File: src/rtl/ctrl_pkg.sv
// ctrl_pkg: shared opcodes, state/op-class encodings and select codes for the multicycle controller
package ctrl_pkg;
    localparam logic [6:0] OPC_R      = 7'b0110011;
    localparam logic [6:0] OPC_IMM    = 7'b0010011;
    localparam logic [6:0] OPC_LOAD   = 7'b0000011;
    localparam logic [6:0] OPC_STORE  = 7'b0100011;
    localparam logic [6:0] OPC_LUI    = 7'b0110111;
    localparam logic [6:0] OPC_BRANCH = 7'b1100011;
    localparam logic [6:0] OPC_JAL    = 7'b1101111;

    typedef enum logic [2:0] {S_FETCH, S_DECODE, S_EXEC, S_MEM, S_WB, S_TRAP} state_t;
    typedef enum logic [2:0] {OP_R, OP_IMM, OP_LW, OP_SW, OP_LUI, OP_BR, OP_JAL, OP_ILL} op_t;

    localparam logic [2:0] IMM_I = 3'd0;
    localparam logic [2:0] IMM_S = 3'd1;
    localparam logic [2:0] IMM_B = 3'd2;
    localparam logic [2:0] IMM_U = 3'd3;
    localparam logic [2:0] IMM_J = 3'd4;

    localparam logic [1:0] WB_MEM = 2'd0;
    localparam logic [1:0] WB_ALU = 2'd1;
    localparam logic [1:0] WB_PC4 = 2'd2;

    localparam logic [1:0] FAULT_NONE    = 2'd0;
    localparam logic [1:0] FAULT_ILLEGAL = 2'd1;
    localparam logic [1:0] FAULT_TIMEOUT = 2'd2;

    localparam logic [3:0] ALU_ADD = 4'b0000;
endpackage

File: src/rtl/ctrl_decode.sv
// ctrl_decode: combinational opcode/funct classifier; branch/JAL decoded only with CTRL_BRANCH_EN
module ctrl_decode
    import ctrl_pkg::*;
(
    input  logic [31:0] instr,
    output op_t         op,
    output logic [3:0]  alu_sel,
    output logic [2:0]  imm_sel
);
    logic [2:0] f3;
    logic       unused_bits;

    assign f3          = instr[14:12];
    assign unused_bits = ^{instr[31], instr[29:15], instr[11:7]};

    // classify opcode; anything not listed falls through to OP_ILL
    always_comb begin
        op      = OP_ILL;
        alu_sel = ALU_ADD;
        imm_sel = IMM_I;
        case (instr[6:0])
            OPC_R: begin
                op      = OP_R;
                alu_sel = {instr[30], f3};
            end
            OPC_IMM: begin
                op      = OP_IMM;
                alu_sel = {(f3 == 3'b101) & instr[30], f3};
            end
            OPC_LOAD:  op = OP_LW;
            OPC_STORE: begin
                op      = OP_SW;
                imm_sel = IMM_S;
            end
            OPC_LUI: begin
                op      = OP_LUI;
                imm_sel = IMM_U;
            end
`ifdef CTRL_BRANCH_EN
            OPC_BRANCH: begin
                op      = OP_BR;
                imm_sel = IMM_B;
            end
            OPC_JAL: begin
                op      = OP_JAL;
                imm_sel = IMM_J;
            end
`endif
            default: ;
        endcase
    end
endmodule

File: src/rtl/multicycle_controller.sv
// multicycle_controller: FETCH/DECODE/EXEC/MEM/WB sequencer with memory timeout; CTRL_BRANCH_EN adds beq/bne/JAL
module multicycle_controller
    import ctrl_pkg::*;
#(
    parameter int IMMSEL_W = 3,
    parameter int ALUSEL_W = 4,
    parameter int TIMEOUT  = 16
) (
    input  logic                clk,
    input  logic                rst,
    input  logic [31:0]         instr,
    input  logic                mem_ready,
    input  logic                br_eq,
    output logic                ir_wen,
    output logic                pc_wen,
    output logic                pc_sel,
    output logic [IMMSEL_W-1:0] imm_sel,
    output logic                a_sel,
    output logic                b_sel,
    output logic [ALUSEL_W-1:0] alu_sel,
    output logic                reg_wen,
    output logic [1:0]          wb_sel,
    output logic                mem_req,
    output logic                mem_we,
    output logic                mem_addr_sel,
    output logic [1:0]          fault
);
    localparam int CW = (TIMEOUT > 2) ? $clog2(TIMEOUT) : 1;

    state_t        state, state_n;
    op_t           op;
    logic [3:0]    dec_alu;
    logic [2:0]    dec_imm;
    logic [CW-1:0] cnt;
    logic [1:0]    fault_n;
    logic          last;
    logic          taken;
    logic          is_mem;

    ctrl_decode u_decode (
        .instr  (instr),
        .op     (op),
        .alu_sel(dec_alu),
        .imm_sel(dec_imm)
    );

`ifdef CTRL_BRANCH_EN
    assign taken = (instr[14:12] == 3'b000) ? br_eq : !br_eq;
`else
    logic unused_br;
    assign unused_br = br_eq;
    assign taken     = 1'b0;
`endif

    assign last   = cnt == CW'(TIMEOUT - 1);
    assign is_mem = (op == OP_LW) || (op == OP_SW);

    // state, sticky fault and wait counter; counter restarts on every state change
    always_ff @(posedge clk or posedge rst) begin
        if (rst) begin
            state <= S_FETCH;
            fault <= FAULT_NONE;
            cnt   <= '0;
        end else begin
            state <= state_n;
            fault <= fault_n;
            cnt   <= (state_n != state) ? '0 : (mem_req && !mem_ready) ? cnt + CW'(1) : cnt;
        end
    end

    // next state and Moore-style datapath controls; strobes masked while rst is held
    always_comb begin
        state_n      = state;
        fault_n      = fault;
        ir_wen       = 1'b0;
        pc_wen       = 1'b0;
        pc_sel       = 1'b0;
        imm_sel      = '0;
        a_sel        = 1'b0;
        b_sel        = 1'b0;
        alu_sel      = '0;
        reg_wen      = 1'b0;
        wb_sel       = WB_MEM;
        mem_req      = 1'b0;
        mem_we       = 1'b0;
        mem_addr_sel = 1'b0;
        case (state)
            S_FETCH: begin
                mem_req = !rst;
                ir_wen  = !rst && mem_ready;
                state_n = mem_ready ? S_DECODE : last ? S_TRAP : S_FETCH;
                fault_n = (!mem_ready && last) ? FAULT_TIMEOUT : fault;
            end
            S_DECODE: begin
                state_n = (op == OP_ILL) ? S_TRAP : S_EXEC;
                fault_n = (op == OP_ILL) ? FAULT_ILLEGAL : fault;
            end
            S_EXEC: begin
                imm_sel = IMMSEL_W'(dec_imm);
                alu_sel = ALUSEL_W'(dec_alu);
                a_sel   = (op == OP_LUI) || (op == OP_BR) || (op == OP_JAL);
                b_sel   = op != OP_R;
                pc_wen  = op == OP_BR;
                pc_sel  = (op == OP_BR) && taken;
                state_n = is_mem ? S_MEM : (op == OP_BR) ? S_FETCH : S_WB;
            end
            S_MEM: begin
                mem_req      = 1'b1;
                mem_addr_sel = 1'b1;
                mem_we       = op == OP_SW;
                pc_wen       = mem_ready && (op == OP_SW);
                state_n      = mem_ready ? ((op == OP_SW) ? S_FETCH : S_WB) : last ? S_TRAP : S_MEM;
                fault_n      = (!mem_ready && last) ? FAULT_TIMEOUT : fault;
            end
            S_WB: begin
                reg_wen = 1'b1;
                pc_wen  = 1'b1;
                pc_sel  = op == OP_JAL;
                wb_sel  = (op == OP_LW) ? WB_MEM : (op == OP_JAL) ? WB_PC4 : WB_ALU;
                state_n = S_FETCH;
            end
            default: ;
        endcase
    end
endmodule

File: config.mk
export PLATFORM = sky130hd
export DESIGN_NAME = multicycle_controller
export DESIGN_NICKNAME = d
export VERILOG_FILES = /design/src/rtl/ctrl_pkg.sv /design/src/rtl/ctrl_decode.sv /design/src/rtl/multicycle_controller.sv
export SDC_FILE = /design/constraint.sdc
export NUM_CORES = 1
export LEC_CHECK = 0
export ABC_AREA = 1
export CAP_MARGIN = 20
export CORE_MARGIN = 3
export CORE_UTILIZATION = 32
export DETAILED_ROUTE_END_ITERATION = 7
export PLACE_DENSITY = 0.77
export RECOVER_POWER = 100
export SYNTH_ARGS = -nofsm -noshare
export SYNTH_HDL_FRONTEND = slang
export SYNTH_SLANG_ARGS = --single-unit
File: constraint.sdc
create_clock -name clk -period 1.4 [get_ports clk]
set_clock_uncertainty 0.1 [all_clocks]
set_input_delay 0.21 -clock clk [delete_from_list [all_inputs] [get_ports clk]]
set_output_delay 0.21 -clock clk [all_outputs]
set_load 0.02 [all_outputs]
==> results of run 1 <==
==> routing by layer <==
layer,wire [um],global-route usage [%],up-vias
met5,0,0,-
met4,157,11.53,0
met3,224,3.908,16
met2,1920,37.46,47
met1,1313,19.86,576
li1,-,-,580
==> worst max-delay path: cells and delay by family (launching register included) <==
family	cells	cell delay, ns
AO/OA/AOI/OAI	1	0.14
buffers and inverters	3	0.33
flip-flops	1	0.36
AND/OR/NAND/NOR	2	0.35
==> placed cells by master, fill, tap and decap left out, types with 6 or more instances in the layout <==
cell type      count
buf_4             40
buf_6             16
dfrtp_1            8
dlygate4sd2_1      9
inv_1             10
inv_2              9
nand2_1           13
nand2_2           10
nand2_4            6
nand3_2            7
nand3_4            6
nand4_1            6
nor2_1             6
nor2_4             9
==> final cells by class <==
type / count / area [um^2] / share of cell area [%]
Multi-Input combinational cell: 100 / 855.8 / 45.63
Tap cell: 28 / 35.03 / 1.868
Clock buffer: 4 / 26.28 / 1.401
Timing Repair Buffer: 73 / 643.1 / 34.29
Sequential cell: 9 / 226.5 / 12.07
Inverter: 21 / 88.84 / 4.736
==> stage by stage <==
step | utilization, % | total power [mW] | hold WS (ns) | instances
finish | 80.90 | 0.5824 | 0.4160 | 235
CTS | 72.21 | 0.5839 | 0.2037 | 234
global placement | 65.79 | 0.3788 | 0.3915 | 228
floorplan | - | 0.3088 | -0.04620 | 133
global route | 80.90 | 0.6166 | 0.4566 | 235
detailed placement | 65.79 | 0.3811 | 0.4065 | 228
==> sequential cells by signal (all words and copies together) (netlist names) <==
signal and count:
state 3, fault 2, cnt 4
==> power by group through the flow <==
| stage | registers, mW | clock network [mW] | logic [mW] |
|---|---|---|---|
| 3_5_place_dp | 0.265 | 0 | 0.116 |
| 3_3_place_gp | 0.265 | 0 | 0.114 |
| 4_1_cts | 0.260 | 0.201 | 0.122 |
| 5_1_grt | 0.260 | 0.219 | 0.138 |
| 2_1_floorplan | 0.265 | 0 | 0.0439 |
| 6_report | 0.260 | 0.193 | 0.129 |
==> cell families (layout without fill, tap and decap cells) <==
| kind of cell | Yosys count | after routing | share of synthesized area [%] |
|---|---|---|---|
| AND/OR/NAND/NOR | 83 | 83 | 48.01 |
| buffers and inverters | 24 | 98 | 12.39 |
| AO/OA/AOI/OAI | 12 | 12 | 9.023 |
| flip-flops | 9 | 9 | 27.52 |
| adder cells (fa/ha/maj) | 1 | 1 | 1.529 |
| other | 1 | 3 | 0.4583 |
| XOR/XNOR | 1 | 1 | 1.071 |
==> worst max path at each step <==
| stage | depth (start not counted) | endpoint | slack [ns] | startpoint |
|---|---|---|---|---|
| after floorplan | 3 | a_sel | -0.09 | state[2] |
| after global placement | 6 | imm_sel[0] | -0.88 | instr[4] |
| after detailed placement | 6 | imm_sel[0] | -1.02 | instr[4] |
| after CTS | 6 | alu_sel[2] | -0.35 | state[2] |
| after global routing | 9 | cnt[1] | -0.43 | state[2] |
| final | 6 | alu_sel[3] | -0.36 | state[1] |
==> timing repair <==
action / in CTS / in global routing
buffers inserted: 2 / 4
endpoints found under the setup margin: 26 / 24
hold buffers: 0 / 0
resized for setup: 119 / 53
pin swaps: 15 / 14
==> run_results.csv, run 1 <==
group,metric,value,unit
cts,cts_max_level,1,
timing,hold_viol_final,0,
cells_and_area,drive_gt1_share,64.25,%
global_route,grt_max_degree,10,
worst_setup_path,cp-start-kind,"flip-flop",
yosys,yosysTopAreaCellShare,27.52,%
job,maxCapViolCount,0,
yosys,ys_types,24,
worst_setup_path,cp_cell_sequence,"inv_2, nor3_4, buf_6, nand4_1, a21oi_2, buf_6",
worst_setup_path,slowest_stage,"dfrtp_1",
worst_setup_path,r2r_end,"cnt[1]",
timing,setup_ws,-0.3563,ns
worst_setup_path,arrival,1.45,ns
yosys,synth-main-ff-cell,"dfrtp_1",
worst_setup_path,worstReg2RegStart,"state[2]",
power_and_ir_drop,seq_power_share,44.7,%
worst_setup_path,worstPathRequired,1.09,ns
die,start_util,35.29,%
timing,rsz0062_at_grt,"true",
worst_setup_path,cp_max_fo,3,
route,initialDrtViolationCount,42,
timing,finalCriticalPeriod,1.756,ns
yosys,synth_seq_area_share,27.52,%
timing,tns,-5.960,ns
power_and_ir_drop,p_per_area,310.5,nW/um^2
yosys,yosys.area.top_type,"dfrtp_1",
global_route,grt_antenna_before_repair,0,
power_and_ir_drop,leakagePower,0.8466,nW
worst_setup_path,worstRegToRegCells,9,
timing,maxSlewViolCount,0,
worst_setup_path,crit_top_cell,"buf_6",
placement,place_congestion,0.8513,
yosys,synth_area_leaders,"dfrtp_1, nand2_1, nand3_1",
timing,fin_crit_sh,125.4,%
placement,hpwl,2339,um
die,io_pins,56,
yosys,synth_most_common_cell,"nand2_1",
yosys,synth_edf_count,0,
timing,final-setup-viol-count,24,
die,die-area,3200,um^2
yosys,synthArstFlopShare,100.0,%
cts,cts.sinks,9,
yosys,syn_avg_cell_area,6.246,um^2
die,fp.coreArea,2318,um^2
route,first_pass_iters,4,
route,routedWlPerCell,15.39,um
yosys,synth_area,818.3,um^2
cts,clkLatencyLatePin,0.26,ns
power_and_ir_drop,combPwrFrac,22.2,%
power_and_ir_drop,peakVddDrop,0.0004321,V
power_and_ir_drop,internal_power,0.4267,mW
status,outcome,"finished, violations left",
worst_setup_path,cp-end-kind,"output pin",
route,vias,1219,
global_route,grt_use_total,19.93,%
cts,clockBufferDepth,2,
die,die_width,56.57,um
worst_setup_path,path_class,"flip-flop to output pin",
global_route,grt.overflow.total,0,
hold_path,hp-start,"fault[1]",
hold_path,worstHoldPathCells,2,
cts,cts_buffers,3,
global_route,grt_pass1_vias,1212,
die,row_count,17,
power_and_ir_drop,sw_frac_of_total,26.73,%
worst_setup_path,max_stage_delay,0.36,ns
cells_and_area,area_growth,129.2,%
hold_path,hold_path_class,"flip-flop to flip-flop",
global_route,grt_first_pass_wirelength,5092,um
worst_setup_path,rrSetupSlack,-0.35,ns
cts,cts_tree,"done",
cells_and_area,nets,245,
placement,dpl_cell_area,1525,um^2
route,route.antenna.remaining_nets,0,
yosys,yosysWarnings,0,
yosys,synth_seq_cells,9,
route,drt-total-wl,3617,um
cts,clk_pin_slew,0.05,ns
yosys,postSynthCellCount,131,
cells_and_area,stdcell_area,1876,um^2
power_and_ir_drop,p_switching,0.1557,mW
placement,portBuffers,30,
cells_and_area,diodes,0,
power_and_ir_drop,p_clk_share,33.1,%
hold_path,worstHoldEndpoint,"fault[1]",
timing,fmax,569.4,MHz
route,drc,0,
cells_and_area,nFillCells,157,
cts,clockRootBuffer,"clkbuf_4",
route,viasPerCell,5.187,
status,violations,"setup timing",
die,die_h,56.57,um
yosys,synthTopCellsByCount,"nand2_1, inv_1, nor2_1",
placement,pre_cts_slack,-1.021,ns
(Power assumes the default switching activity.)
==> run 2, diff against run 1 <==
--- a/config.mk
+++ b/config.mk
@@ -7,11 +7,11 @@
 export LEC_CHECK = 0
 export ABC_AREA = 1
 export CAP_MARGIN = 20
-export CORE_MARGIN = 3
-export CORE_UTILIZATION = 32
+export CORE_UTILIZATION = 35
 export DETAILED_ROUTE_END_ITERATION = 7
-export PLACE_DENSITY = 0.77
+export PLACE_DENSITY = 0.8
 export RECOVER_POWER = 100
+export SLEW_MARGIN = 10
 export SYNTH_ARGS = -nofsm -noshare
 export SYNTH_HDL_FRONTEND = slang
 export SYNTH_SLANG_ARGS = --single-unit
==> constraint.sdc (replaced) <==
create_clock -name clk -period 1.9 [get_ports clk]
set_clock_uncertainty 0.1 [all_clocks]
set_input_delay 0.285 -clock clk [delete_from_list [all_inputs] [get_ports clk]]
set_output_delay 0.285 -clock clk [all_outputs]
set_load 0.02 [all_outputs]
==> run 2 against run 1 <==
Against the previous run: critical path type unchanged; highest routed layer unchanged; die area fell by 21%; hold slack got worse by 0.0097 ns; count of clock-buffer cells in the layout did not move; largest power group unchanged; largest cell class unchanged; combinational power fell by 34%; cell count is 2.6% lower; the flow now finishes without violations; sequential share of layout area grew 3.5 points.
==> run_results.csv, run 2 (same netlist as run 1, synthesis figures left out) <==
group,metric,value,unit
global_route,grt_max_degree,10,
cts,clockRootBuffer,"clkbuf_4",
route,viasPerCell,5.223,
worst_setup_path,cp_max_fo,3,
cells_and_area,largest-register,"cnt",
cts,cts.sinks,9,
power_and_ir_drop,leakagePower,0.7677,nW
route,first_pass_iters,4,
cells_and_area,layout_common_cells,"buf_4, nand2_1, inv_1",
cts,cts_tree,"done",
timing,fmax,526.4,MHz
timing,whs,0.4063,ns
cts,hold_buffers,0,
timing,fin_crit_sh,99.98,%
global_route,grt_pass1_vias,1127,
cts,clk_pin_slew,0.06,ns
cells_and_area,top_regs,"cnt x4, state x3, fault x2",
global_route,grt_antenna_before_repair,0,
placement,numPlacedInstances,222,
worst_setup_path,cp-startpoint,"state[0]",
timing,hold_viol_final,0,
die,start_util,36.99,%
die,die_width,50.35,um
cts,cts_max_level,1,
hold_path,hold_path_class,"flip-flop to flip-flop",
placement,place_congestion,0.8873,
worst_setup_path,max_stage_delay,0.42,ns
worst_setup_path,path_buf_inv,2,
worst_setup_path,path_class,"flip-flop to output pin",
worst_setup_path,worstPathRequired,1.51,ns
die,die_h,50.35,um
timing,rsz0062_at_grt,"true",
power_and_ir_drop,finalPower,0.4248,mW
route,routedWlPerCell,13.95,um
global_route,grt_first_pass_wirelength,4802,um
cells_and_area,diodes,0,
die,die-area,2535,um^2
job,maxCapViolCount,0,
route,drc,0,
worst_setup_path,slowest_stage,"dfrtp_1",
worst_setup_path,cp-start-kind,"flip-flop",
die,fp.coreArea,2212,um^2
global_route,grt.overflow.total,0,
placement,portBuffers,30,
cts,clkLatencyLatePin,0.26,ns
worst_setup_path,cp-end-kind,"output pin",
power_and_ir_drop,p_per_area,293.2,nW/um^2
power_and_ir_drop,peakVddDrop,0.0003798,V
worst_setup_path,cp_cell_sequence,"nor3_4, buf_4, nand4_1, a21oi_2, buf_4",
cells_and_area,nFillCells,190,
status,outcome,"finished clean",
timing,final-setup-viol-count,0,
cells_and_area,layout.cells.non_filler,229,
worst_setup_path,critPathTopFamily,"flip-flops",
cells_and_area,largest_reg_flops,4,
cts,cts_buffers,3,
worst_setup_path,crit_top_cell,"buf_4",
placement,hpwl,2403,um
route,route.antenna.remaining_nets,0,
die,row_count,17,
cells_and_area,area_growth,77.06,%
cells_and_area,nets,239,
worst_setup_path,arrival,1.51,ns
die,io_pins,56,
hold_path,hp-start,"fault[0]",
timing,finalCriticalPeriod,1.900,ns
cells_and_area,layout_commonest_cell,"buf_4",
route,initialDrtViolationCount,26,
route,vias,1196,
route,drt-total-wl,3194,um
cells_and_area,drive_gt1_share,37.81,%
timing,maxSlewViolCount,0,
cts,clockBufferDepth,2,
worst_setup_path,worstReg2RegStart,"state[0]",
global_route,grt_use_total,25.53,%
## run 2: changes by cell type in the layout (fill, tap and decap cells not counted), moves of 7 or more
cell,change
buf_6,-14
nand2_1,+14
nand3_1,+10
nand2_2,-8
nor2_4,-8
inv_1,+7
## run 2: layer usage
layer | share of wire, % | up-vias | global-route usage, % | wire, um
met1 | 38 | 585 | 25.89 | 1216
li1 | - | 567 | - | -
met4 | 1.4 | 0 | 7.870 | 46
met2 | 56 | 36 | 49.78 | 1787
met5 | 0 | - | 0 | 0
met3 | 4.5 | 8 | 6.667 | 143
## run 2: worst paths after layout
kind                               to  slack [ns]  cells past startpoint
max                        alu_sel[3]      0.0003                      5
min                          fault[0]        0.41                      2
max reg2reg                    cnt[2]        0.14                     10
min reg2reg                  fault[0]        0.41                      2
max in group asynchronous    state[2]        0.89                      3
min in group asynchronous      cnt[2]        0.47                      3
## run 2: cell type report
type,count,area (um^2),area share [%]
multi-input cells,100,554.3,38.26
repair buffers,67,529.3,36.53
inverters,21,78.83,5.440
well taps,28,35.03,2.418
clock buffers,4,26.28,1.813
flip-flops and latches,9,225.2,15.54
## run 2: what timing repair did
action / CTS / global route
endpoints found under the hold margin: 0 / 0
setup buffers: 3 / 0
pin swaps: 5 / 6
resized for setup: 73 / 17
setup endpoints to repair: 15 / 15
## run 2: worst reg2reg max path, delay by kind of cell, from the launching register on
kind	cells	cell delay [ns]
buf+inv	3	0.41
flops	1	0.42
simple gates	7	0.72
## run 2: stage by stage
step / instance area [um^2] / utilization (%) / TNS [ns] / setup WS (ns)
final: 1449 / 65.50 / 0 / 0.0002970
after global routing: 1449 / 65.50 / -0.06994 / -0.05412
after floorplan: 825.8 / - / 0 / 0.03684
after CTS: 1419 / 64.14 / 0 / 0.009565
after detailed placement: 1394 / 63.01 / -6.830 / -0.6853
after global placement: 1394 / 63.01 / -5.722 / -0.5621
## run 2: power breakdown
part	total [mW]	leakage (nW)	switching [mW]	internal [mW]
logic	0.0852	0.643	0.0462	0.0391
registers	0.192	0.110	0	0.192
clock network	0.148	0.0150	0.0670	0.0809
